==> src/rtl/count_disp_pkg.sv <==
// rtl/count_disp_pkg.sv - shared constants for the 6-digit hex count display
package count_disp_pkg;

  localparam int NUM_DIGITS = 6;
  localparam logic [6:0] SEG_BLANK = 7'b1111111;

  // Active-low {g,f,e,d,c,b,a}, indexed by hex value 0..F
  localparam logic [6:0] HEX7 [16] = '{
    7'b1000000, 7'b1111001, 7'b0100100, 7'b0110000,
    7'b0011001, 7'b0010010, 7'b0000010, 7'b1111000,
    7'b0000000, 7'b0010000, 7'b0001000, 7'b0000011,
    7'b1000110, 7'b0100001, 7'b0000110, 7'b0001110
  };

endpackage

==> src/rtl/hex7seg_decoder.sv <==
// rtl/hex7seg_decoder.sv - nibble to active-low 7-segment pattern
module hex7seg_decoder
  import count_disp_pkg::*;
(
  input  logic [3:0] nibble_i,
  output logic [6:0] seg_o
);

  assign seg_o = HEX7[nibble_i];

endmodule

==> src/rtl/count_display_scanner.sv <==
// rtl/count_display_scanner.sv - deglitched capture and multiplexed 6-digit hex display
module count_display_scanner
  import count_disp_pkg::*;
#(
  parameter int SCAN_DIV = 4,
  parameter bit BLANK_LZ = 1'b1
) (
  input  logic        clk,
  input  logic        reset,
  input  logic [23:0] count_in,
  input  logic        hold,
  output logic [6:0]  seg_out,
  output logic [5:0]  an_out,
  output logic        dp_out
);

  localparam int PRE_W = 16;
  localparam logic [2:0] LAST_DIGIT = 3'(NUM_DIGITS - 1);

  logic [23:0]      s1_q, s2_q, snap_q, frame_q;
  logic [23:0]      snap_d, frame_d;
  logic [PRE_W-1:0] pre_q, pre_d;
  logic [2:0]       digit_q, digit_d;
  logic [5:0]       an_q, an_d;
  logic [6:0]       seg_q, seg_d;

  logic        tick;
  logic        blank;
  logic [4:0]  shamt;
  logic [23:0] upper;
  logic [6:0]  dec_seg;

  hex7seg_decoder u_dec (
    .nibble_i (upper[3:0]),
    .seg_o    (dec_seg)
  );

  always_comb begin
    tick    = (pre_q == PRE_W'(SCAN_DIV - 1));
    pre_d   = tick ? '0 : pre_q + 1'b1;
    digit_d = digit_q;
    if (tick) begin
      digit_d = (digit_q == LAST_DIGIT) ? 3'd0 : digit_q + 3'd1;
    end

    // Only a value seen identically on two consecutive samples is trusted
    snap_d  = (s1_q == s2_q) ? s2_q : snap_q;
    frame_d = (tick && digit_q == LAST_DIGIT && !hold) ? snap_q : frame_q;

    // Shifting the frame down puts the current nibble at [3:0] and leaves
    // exactly the bits that must all be zero for leading-zero blanking
    shamt = {digit_q, 2'b00};
    upper = frame_q >> shamt;
    blank = BLANK_LZ && (digit_q != 3'd0) && (upper == '0);
    an_d  = blank ? 6'b111111 : ~(6'b000001 << digit_q);
    seg_d = blank ? SEG_BLANK : dec_seg;
  end

  always_ff @(posedge clk) begin
    if (!reset) begin
      s1_q    <= '0;
      s2_q    <= '0;
      snap_q  <= '0;
      frame_q <= '0;
      pre_q   <= '0;
      digit_q <= '0;
      an_q    <= 6'b111111;
      seg_q   <= SEG_BLANK;
    end else begin
      s1_q    <= count_in;
      s2_q    <= s1_q;
      snap_q  <= snap_d;
      frame_q <= frame_d;
      pre_q   <= pre_d;
      digit_q <= digit_d;
      an_q    <= an_d;
      seg_q   <= seg_d;
    end
  end

  assign an_out  = an_q;
  assign seg_out = seg_q;
  assign dp_out  = 1'b1;

endmodule

==> config.mk <==
export PLATFORM = sky130hd
export DESIGN_NAME = count_display_scanner
export DESIGN_NICKNAME = d
export VERILOG_FILES = /design/src/rtl/count_disp_pkg.sv /design/src/rtl/hex7seg_decoder.sv /design/src/rtl/count_display_scanner.sv
export SDC_FILE = /design/constraint.sdc
export NUM_CORES = 1
export LEC_CHECK = 0
export CAP_MARGIN = 20
export CORE_MARGIN = 1.5
export CORE_UTILIZATION = 54
export CTS_BUF_LIST = sky130_fd_sc_hd__clkbuf_8
export DETAILED_ROUTE_END_ITERATION = 6
export PLACE_DENSITY = 0.81
export SYNTH_ARGS = -nofsm -noshare
export SYNTH_HDL_FRONTEND = slang
export SYNTH_HIERARCHICAL = 1
export SYNTH_SLANG_ARGS = --single-unit
==> constraint.sdc <==
create_clock -name clk -period 2.6 [get_ports clk]
set_clock_uncertainty 0.15 [all_clocks]
set_input_delay 0.26 -clock clk [delete_from_list [all_inputs] [get_ports clk]]
set_output_delay 0.26 -clock clk [all_outputs]
set_load 0.02 [all_outputs]
==> impl_metrics.json <==
{
  "use_met1": 0.239,
  "fin_tns_setup_ps": 0,
  "cts_sinks": 128,
  "period_needed_ps": 2420,
  "via_count": 3819,
  "max_freq_mhz": 412,
  "routed_wl_um": 9230,
  "path_max_fanout": 5,
  "synth_seq_cells": 128,
  "ys.flop_type": "dfxtp_1",
  "final.period_utilization": 0.933,
  "setup_viol": 0,
  "route.detailed.wl_per_inst_um": 12.4,
  "antenna_cells": 0,
  "start_kind": "flop",
  "gp_congestion": 0.919,
  "cpMaxStageDelayCell": "a222oi_1",
  "hold_path.class": "input port to flop",
  "first_pass_iters": 5,
  "worst_ep_arrival_time_ps": 2590,
  "hold_violations": 0,
  "critPathKind": "flop to flop",
  "coreArea_um2": 9330,
  "synth_seq_area_share": 0.489,
  "synth_cell_types": 55,
  "relSlewSlack": 0.654,
  "dpl.cell_count": 709,
  "final_cells": 742,
  "syn_area_um2": 5240,
  "root_buffer": "clkbuf_8",
  "antenna_found_initial": 0,
  "drive_gt1_frac": 0.113,
  "drt_iter0_drc": 158,
  "max_slew.worst_pin.slew_ps": 519,
  "met3_usage": 0.0614,
  "critPathCaptureType": "flop",
  "rows": 35,
  "dpl.hpwl_um": 6460,
  "drv_slew": 0,
  "clockBufferDepth": 2,
  "n_fill_cell": 755,
  "timing.max_cap.violations": 0,
  "grt_pass1_wl_um": 16200,
  "insertion_delay_ps": 430,
  "die_h_um": 102,
  "drc": 0,
  "vias_per_cell": 5.15,
  "powerDensity_nw_per_um2": 635,
  "power_leakage_uw": 0.00230,
  "placed_area_um2": 5750,
  "stdcell_area_um2": 6150,
  "clk_pin_slew_ps": 80,
  "fp.dieW_um": 102,
  "syn_area_per_cell_um2": 9.47,
  "cp.required_ps": 2760,
  "io_buffers": 39,
  "status": "finished, final reports clean",
  "htreeDepth": 4,
  "numCtsBuffers": 17,
  "yosys_warnings": 6,
  "syn_nets": 590,
  "utilization": 0.659,
  "synth_edf_count": 0,
  "grt_pass1_vias": 3665,
  "grt_max_degree": 69,
  "use_met2": 0.334,
  "nNetsFinal": 637,
  "grtUsageTotal": 0.200,
  "cpPeakStageDelay_ps": 420,
  "cts_tree": "yes",
  "crit_chain": "mux2_2, a222oi_1, inv_1, ha_2, or2_4, a21oi_2, a31oi_1, or2_1",
  "initial_core_util": 0.562,
  "hold_buffers": 0,
  "ant_nets": 0,
  "grt_busiest_layer": "met2",
  "dieArea_um2": 10300,
  "grt.overflow.total": 0,
  "synthArstFlopShare": 0,
  "grt_setup_unrepaired": "false",
  "syn2layout_area_growth_pct": 17.3,
  "syn_inst": 554,
  "io_pins": 41,
  "irDropWorstVdd_uv": 372
}
synth_stat cells (5+ instances only):
cell type	count	area (um^2)
o21ai_0	6	30.0
clkbuf_1	13	48.8
nand4_1	5	31.3
nor2_1	19	71.3
dfxtp_1	128	2560
buf_6	6	67.6
nand3_1	10	50.1
buf_2	5	25.0
mux2_2	7	78.8
or2_1	7	43.8
and2_1	49	307
inv_1	11	41.3
xnor2_1	16	140
nor4_1	10	62.6
nand2_1	112	420
xor2_1	22	193
a21boi_1	21	158
nor3_1	7	35.0
ha_1	9	113
mux2i_1	28	280
a21boi_0	5	37.5
flip-flops by register name, indices dropped and copies added (netlist names):
signal / count
s1_q: 24
seg_out: 7
s2_q: 24
frame_q: 24
digit_q: 3
pre_q: 16
an_out: 6
snap_q: 24
path summary, 6_finish.rpt:
| kind | startpoint | end | slack, ps | cells past startpoint |
|---|---|---|---|---|
| worst max-delay path | digit_q[1]$_SDFFE_PN0N_ | seg_out[3]$_SDFF_PP1_ | 180 | 8 |
| worst min-delay path | count_in[13] | s1_q[13]$_SDFF_PN0_ | 250 | 2 |
| worst max register to register | digit_q[1]$_SDFFE_PN0N_ | seg_out[3]$_SDFF_PP1_ | 180 | 8 |
| worst min register to register | snap_q[17]$_SDFFE_PN0N_ | frame_q[17]$_SDFFE_PN0P_ | 310 | 2 |
where the power goes:
group / total (uW) / internal, uW / switching, uW / leakage (uW)
combinational: 278 / 146 / 131 / 0.00108
clock: 1580 / 802 / 774 / 0.000176
sequential: 2050 / 2020 / 35.0 / 0.00105
critical path, delay by kind of cell (launching register included):
family                   cells  cell delay [ps]
AO/OA/AOI/OAI                3              590
adder cells (fa/ha/maj)      1              220
buffers and inverters        1              190
flip-flops                   1              380
multiplexers                 1              340
AND/OR/NAND/NOR              2              440
cell families (layout without fill, tap and decap cells):
kind of cell,count (synthesis),after routing,synth area share
and+or+nand+nor,242,242,0.227
AOI/OAI and AO/OA,56,56,0.0787
DFF,128,128,0.489
buffers and inverters,41,100,0.0420
xor gates and xnor gates,38,38,0.0635
muxes,38,38,0.0764
adders and majority gates,10,10,0.0234
other,1,1,0.000715
per-layer routing:
| layer | vias to the layer above | part of all wire |
|---|---|---|
| met5 | - | 0 |
| met4 | 0 | 0.016 |
| met3 | 18 | 0.053 |
| met2 | 98 | 0.48 |
| met1 | 1755 | 0.45 |
| li1 | 1948 | - |
cell type report:
type	instances	area, um^2	area share
Timing Repair Buffer	58	528	0.0859
Sequential cell	128	2570	0.418
Tap cell	129	161	0.0263
Clock buffer	19	262	0.0425
Clock inverter	12	113	0.0183
Inverter	11	41.3	0.00672
Multi-Input combinational cell	385	2480	0.403
metrics by stage:
step                setup slack (ps)  hold slack, ps  power, uW
floorplan                        132             237       2260
global placement                33.7             297       2360
detailed placement              26.6             298       2370
CTS                             11.1             223       3940
global route                    39.8             230       4060
finish                           175             251       3900
placed cells by master, fill, tap and decap left out, types with 7 or more instances in the layout:
master	instances
a21boi_1	21
and2_1	49
buf_4	19
clkbuf_8	19
clkdlybuf4s50_1	38
dfxtp_1	126
ha_1	8
inv_1	11
mux2_2	7
mux2i_1	28
nand2_1	112
nand3_1	10
nor2_1	19
nor3_1	7
nor4_1	10
or2_1	7
xnor2_1	16
xor2_1	22
timing repair:
action	in CTS	in global routing
pin swaps	1	4
endpoints found under the setup margin	2	5
resized for setup	0	6
buffers inserted	1	1
(Power assumes the default switching activity.)
